**config.mk**
```make
export PLATFORM = sky130hd
export DESIGN_NAME = memory_controller
export DESIGN_NICKNAME = d
export VERILOG_FILES = /design/src/rtl/memory_controller.sv
export SDC_FILE = /design/constraint.sdc
export NUM_CORES = 1
export LEC_CHECK = 0
export BUFFER_PORTS_ARGS = -buffer_cell sky130_fd_sc_hd__clkbuf_2
export CAP_MARGIN = 20
export CORE_MARGIN = 3
export CORE_UTILIZATION = 50
export DETAILED_ROUTE_END_ITERATION = 10
export PLACE_DENSITY = 0.84
export SLEW_MARGIN = 20
export SYNTH_ARGS = -nofsm -noshare
export SYNTH_HDL_FRONTEND = slang
export SYNTH_SLANG_ARGS = --single-unit
```
**constraint.sdc**
```tcl
create_clock -name clk_in -period 15.6 [get_ports clk_in]
set_input_delay 4.68 -clock clk_in [delete_from_list [all_inputs] [get_ports clk_in]]
set_output_delay 4.68 -clock clk_in [all_outputs]
set_load 0.05 [all_outputs]
```
**src/rtl/memory_controller.sv**
```systemverilog
// Byte-wide RAM/IO port sequencer shared by instruction fetch and the load/store buffer.
// Splits 1/2/4-byte accesses into per-byte RAM cycles and reassembles reads little-endian.
module memory_controller #(
    parameter int unsigned             ADDR_WIDTH = 32,
    parameter logic [ADDR_WIDTH-1:0]   IO_BASE    = ADDR_WIDTH'(32'h30000)
) (
    input  logic                  clk_in,
    input  logic                  rst_in,
    input  logic                  rdy_in,
    input  logic                  clear,

    input  logic [7:0]            mem_din,
    output logic [7:0]            mem_dout,
    output logic [ADDR_WIDTH-1:0] mem_a,
    output logic                  mem_wr,

    input  logic                  io_buffer_full,

    input  logic                  lsb_signal,
    input  logic                  lsb_wr,
    input  logic [1:0]            lsb_len,
    input  logic [ADDR_WIDTH-1:0] lsb_addr,
    input  logic [31:0]           lsb_dout,
    output logic [31:0]           lsb_din,
    output logic                  lsb_done,

    input  logic                  if_signal,
    input  logic [ADDR_WIDTH-1:0] if_addr,
    output logic [31:0]           if_din,
    output logic                  if_done
);

    typedef enum logic [1:0] {
        IDLE  = 2'd0,
        READ  = 2'd1,
        WRITE = 2'd2
    } state_t;

    typedef enum logic {
        OWN_LSB = 1'b0,
        OWN_IF  = 1'b1
    } owner_t;

    state_t                state;
    owner_t                owner;
    owner_t                last_grant;
    logic [2:0]            cnt;
    logic [2:0]            n;
    logic [ADDR_WIDTH-1:0] base;
    logic [31:0]           wdata;
    logic [31:0]           rdata;

    logic                  lsb_req;
    logic                  if_req;
    logic                  can_grant;
    logic                  grant_lsb;
    logic                  grant_if;
    logic [2:0]            lsb_n;
    logic                  stall;
    logic [2:0]            cnt_inc;
    logic                  more_bytes;
    logic [ADDR_WIDTH-1:0] next_a;
    logic [1:0]            cap_idx;
    logic [31:0]           rdata_cap;
    logic [1:0]            widx;
    logic [7:0]            wbyte_next;

    // Reads are speculative and may be killed by clear; stores are never blocked by it.
    always_comb begin
        lsb_req   = lsb_signal & (lsb_wr | ~clear);
        if_req    = if_signal & ~clear;
        can_grant = ~lsb_done & ~if_done;
        grant_lsb = can_grant & lsb_req & (~if_req | (last_grant == OWN_IF));
        grant_if  = can_grant & if_req & ~grant_lsb;
    end

    always_comb begin
        case (lsb_len)
            2'd0:    lsb_n = 3'd1;
            2'd1:    lsb_n = 3'd2;
            default: lsb_n = 3'd4;
        endcase
    end

    // Per-byte sequencing helpers: next address, read capture slot, next store byte.
    always_comb begin
        cnt_inc    = cnt + 3'd1;
        more_bytes = (cnt_inc < n);
        next_a     = base + ADDR_WIDTH'(cnt_inc);
        cap_idx    = 2'(cnt - 3'd1);
        rdata_cap  = rdata;
        if (cnt != 3'd0) begin
            rdata_cap[{cap_idx, 3'b000} +: 8] = mem_din;
        end
        widx       = 2'(cnt_inc);
        wbyte_next = wdata[{widx, 3'b000} +: 8];
    end

    // IO stores wait for room in the IO buffer; pausing also suppresses the strobe.
    always_comb begin
        stall  = io_buffer_full & (mem_a >= IO_BASE);
        mem_wr = (state == WRITE) & rdy_in & ~stall;
    end

    always_ff @(posedge clk_in or posedge rst_in) begin
        if (rst_in) begin
            state      <= IDLE;
            owner      <= OWN_LSB;
            last_grant <= OWN_IF;
            cnt        <= 3'd0;
            n          <= 3'd0;
            base       <= '0;
            wdata      <= 32'h0;
            rdata      <= 32'h0;
            mem_a      <= '0;
            mem_dout   <= 8'h00;
            lsb_din    <= 32'h0;
            if_din     <= 32'h0;
            lsb_done   <= 1'b0;
            if_done    <= 1'b0;
        end else if (rdy_in) begin
            lsb_done <= 1'b0;
            if_done  <= 1'b0;
            case (state)
                IDLE: begin
                    if (grant_lsb) begin
                        owner      <= OWN_LSB;
                        last_grant <= OWN_LSB;
                        base       <= lsb_addr;
                        mem_a      <= lsb_addr;
                        n          <= lsb_n;
                        cnt        <= 3'd0;
                        wdata      <= lsb_dout;
                        rdata      <= 32'h0;
                        mem_dout   <= lsb_wr ? lsb_dout[7:0] : 8'h00;
                        state      <= lsb_wr ? WRITE : READ;
                    end else if (grant_if) begin
                        owner      <= OWN_IF;
                        last_grant <= OWN_IF;
                        base       <= if_addr;
                        mem_a      <= if_addr;
                        n          <= 3'd4;
                        cnt        <= 3'd0;
                        wdata      <= 32'h0;
                        rdata      <= 32'h0;
                        mem_dout   <= 8'h00;
                        state      <= READ;
                    end
                end

                // Address byte cnt while capturing byte cnt-1; one trailing cycle for the last byte.
                READ: begin
                    if (clear) begin
                        state <= IDLE;
                        mem_a <= '0;
                    end else begin
                        rdata <= rdata_cap;
                        cnt   <= cnt_inc;
                        if (cnt == n) begin
                            state <= IDLE;
                            mem_a <= '0;
                            if (owner == OWN_LSB) begin
                                lsb_din  <= rdata_cap;
                                lsb_done <= 1'b1;
                            end else begin
                                if_din  <= rdata_cap;
                                if_done <= 1'b1;
                            end
                        end else if (more_bytes) begin
                            mem_a <= next_a;
                        end else begin
                            mem_a <= '0;
                        end
                    end
                end

                WRITE: begin
                    if (!stall) begin
                        if (more_bytes) begin
                            cnt      <= cnt_inc;
                            mem_a    <= next_a;
                            mem_dout <= wbyte_next;
                        end else begin
                            state    <= IDLE;
                            mem_a    <= '0;
                            mem_dout <= 8'h00;
                            lsb_done <= 1'b1;
                        end
                    end
                end

                default: begin
                    state <= IDLE;
                    mem_a <= '0;
                end
            endcase
        end
    end

endmodule

```
==> summary.md <==
| Metric | Value |
|---|---|
| H-Tree Level Count | `1` |
| Max-Cap Viols | `0` |
| Syn-to-layout area delta | `20.2%` |
| Share of post-route cells with drive strength above 1 | `26.8%` |
| Critical path, cell by cell | `clkbuf_2 -> inv_1 -> a41oi_1 -> nand2b_1 -> nor2_1 -> clkbuf_2` |
| WP data arrival | `5.57 ns` |
| Multi-input gate area | `4250 sq um` |
| Maximum clock insertion buffer count | `3` |
| GRT Residual Overflow | `0` |
| Detail Route Antenna Nets | `0` |
| Synth warn | `0` |
| Via count | `7,957` |
| DR iter-0 viols | `445` |
| Synth async-reset ratio | `100%` |
| Worst hold-check path type | `reg -> reg` |
| Clock sinks | `212` |
| CTS Buf Count | `23` |
| CP Capture Type | `primary output` |
| Root buf cell | `clkbuf_16` |
| Dpl hpwl | `17.3 mm` |
| I/O pin count | `221` |
| PwrDens | `187 nW/um^2` |
| Largest net degree at the start of global routing | `147` |
| Register area | `~5300 sq um` |
| Post-Route WL | `24.8 mm` |
| Initial antenna violation count | `1` |
| TritonRoute pass-1 iters | `7` |
| Die width | `147 microns` |
| Min Tclk post-route | `10.25 ns` |
| Max-slew headroom | `30.9%` |
| Worst-path maximum fanout | `3` |
| Register bit total from synthesis | `212` |
| Max stage delay on crit path | `0.26 ns` |
| Fillers | `about 1,500` |
| Routed len/inst | `~18 microns` |
| RSZ-0062 raised after global routing | `false` |
| Worst Path Class, Setup | `in -> out` |
| Routability congestion estimate | `0.853` |
| Port Buffers | `between 200 and 250` |
| Cells on worst reg2reg path | `10` |
| FP Rows | `50` |
| # Post-CTS Setup Buffers | `0` |
| Outcome | `completed` |
| Max Fclk | `between 90 and 100 MHz` |
| Most used cell, CP | `clkbuf_2` |
| Critical Path Slowest Stage Cell | `a41oi_1` |
| Mapped cell area | `~9900 sq um` |
| Layout Utilization | `62.4%` |
| Final period utilization | `65.7%` |
| Setup TNS | `0 ns` |
| Reg clk slew, reported paths | `0.06 ns` |
| Die area | `21,500 sq um` |
| Vias per inst | `between 5 and 6` |
| Global-route wire length before repair | `40.9 mm` |
| CP Data Required Time | `10.92 ns` |
| Top_reg_cell synth | `dfrtp_1` |
| Post-synthesis net count | `between 1,000 and 1,500` |
| Fin nets | `1,253` |
| Leakage | `between 5 and 6 nW` |
| CTS tree | `built` |
| Clk_skew | `0.00769 ns` |
| Distinct cells, synth | `54` |
| Hold Path Cell Cnt | `2` |
| # resized after CTS | `0` |
| Post-synth EDFFs | `0` |
| Count of final setup violators | `0` |
| Slew @ Worst Pin | `between 1 and 1.5 ns` |
| Sequential fraction of the synthesis area | `53.5%` |
| Vias in the first global route | `7,823` |
| All-Layer GR Usage | `a little under a quarter` |
| Core Region | `approximately 19,000 sq um` |
| Ant. Diodes | `0` |
| Syn Area/Cell | `10.7 sq um` |
| Remaining DRCs | `0` |
| Synth Instances | `930` |
| Max IR drop VDD | `106 uV` |
| Die H | `around 150 microns` |
| Fin. max-slew vios | `0` |
| Final Hold Fails | `0` |
| Skew-Pair Late Insertion Delay | `approximately 0.50 ns` |
| Initial Util | `51.9%` |
| Critical path launch point type | `input pin` |
| Hold_buf cts | `0` |
==> synthesized netlist by cell type (3+ instances only) <==
cell type / instances / area [sq um]
nand2_1: 145 / 544
o21a_1: 3 / 22.5
xnor2_1: 21 / 184
nand4_1: 11 / 68.8
nor4_2: 4 / 50.1
a211oi_1: 4 / 30.0
nor3_1: 20 / 100
mux2_2: 13 / 146
a21oi_1: 15 / 75.1
a22oi_1: 42 / 315
buf_1: 8 / 30.0
a221o_1: 17 / 170
clkbuf_1: 41 / 154
a22o_1: 56 / 490
o21ai_0: 110 / 551
nand3_1: 15 / 75.1
a2bb2oi_1: 9 / 78.8
nor2b_1: 3 / 18.8
buf_2: 11 / 55.1
mux4_2: 8 / 180
xor2_1: 11 / 96.3
a32oi_1: 9 / 78.8
dfrtp_1: 211 / 5280
and3_1: 5 / 31.3
nor4_1: 3 / 18.8
mux2i_1: 28 / 280
nor2_1: 27 / 101
nand2b_1: 4 / 25.0
inv_1: 26 / 97.6
a32o_1: 5 / 50.1
ha_1: 18 / 225
==> flip-flops by register name, indices dropped and copies added, names as in the netlist <==
name        flops
mem_dout        8
cnt             3
lsb_done        1
if_done         1
owner           1
base           32
rdata          32
wdata          32
n               3
if_din         32
mem_a          32
lsb_din        32
state           2
last_grant      1
==> routing by layer <==
layer  vias to the layer above  wire length (microns)  track usage (%)  part of all wire, %
met4                         2                    601             6.82                  2.4
met3                        45                   1680             4.35                  6.8
li1                       3760                      -                -                    -
met2                       313                  12000             37.0                   48
met5                         -                     13                0                0.052
met1                      3837                  10500             31.1                   43
==> final cells by class <==
cell class	count	area share, %
well taps	260	2.73
inverters	28	0.945
flip-flops and latches	212	44.5
repair buffers	228	9.75
clock buffers	31	5.42
multi-input cells	627	35.7
clock inverters	10	0.924
==> cell families (layout without fill, tap and decap cells) <==
kind of cell,Yosys count,count (layout),share of synthesized area (%)
AOI/OAI and AO/OA,283,283,20.1
and+or+nand+nor,244,244,11.2
DFF,212,212,53.5
buffers and inverters,91,297,3.75
muxes,49,49,6.12
xor gates and xnor gates,32,32,2.83
adders and majority gates,19,19,2.47
==> cell usage in the layout, fill, tap and decap left out, drive strengths merged, types with 9 or more instances in the layout <==
master	instances
a2bb2oi	9
a22oi	42
nor2	28
ha	18
a22o	56
clkbuf	251
xor2	11
a21oi	15
a32oi	9
nand3	15
xnor2	21
nand2	145
nand4	11
mux2	13
dfrtp	211
a221o	17
nor3	21
o21ai	113
inv	28
mux2i	28
==> final timing paths <==
path / from / endpoint / slack (ns)
worst max-delay path: io_buffer_full / mem_wr / 5.35
worst min-delay path: lsb_din[4]$_DFFE_PP0P_ / lsb_din[4]$_DFFE_PP0P_ / 0.48
worst max register to register: cnt[0]$_DFFE_PP0P_ / mem_a[28]$_DFFE_PP0P_ / 10.90
worst min register to register: lsb_din[4]$_DFFE_PP0P_ / lsb_din[4]$_DFFE_PP0P_ / 0.48
max in group asynchronous: rst_in / base[1]$_DFFE_PP0P_ / 9.65
min in group asynchronous: rst_in / if_din[26]$_DFFE_PP0P_ / 4.35
==> metrics by stage <==
stage | cell area (sq um) | worst slack, ns | std cells | hold WS [ns] | power [mW]
after floorplan | 9910 | 5.13 | 930 | 0.450 | 1.48
after global placement | 11200 | 5.37 | 1355 | 0.460 | 1.66
after detailed placement | 11200 | 5.36 | 1355 | 0.471 | 1.69
after CTS | 11900 | 5.36 | 1396 | 0.483 | 2.24
after global routing | 11900 | 5.31 | 1396 | 0.504 | 2.36
final | 11900 | 5.35 | 1396 | 0.481 | 2.23
==> critical path: cells and delay by family <==
| family | cells | cell delay [ns] |
|---|---|---|
| compound gates | 1 | 0.26 |
| buf+inv | 3 | 0.36 |
| simple gates | 2 | 0.27 |
==> where the power goes <==
part	internal, mW	switching (mW)
Sequential	0.698	0.126
Combinational	0.294	0.568
Clock	0.324	0.216
Power figures use the tool's default switching activity.
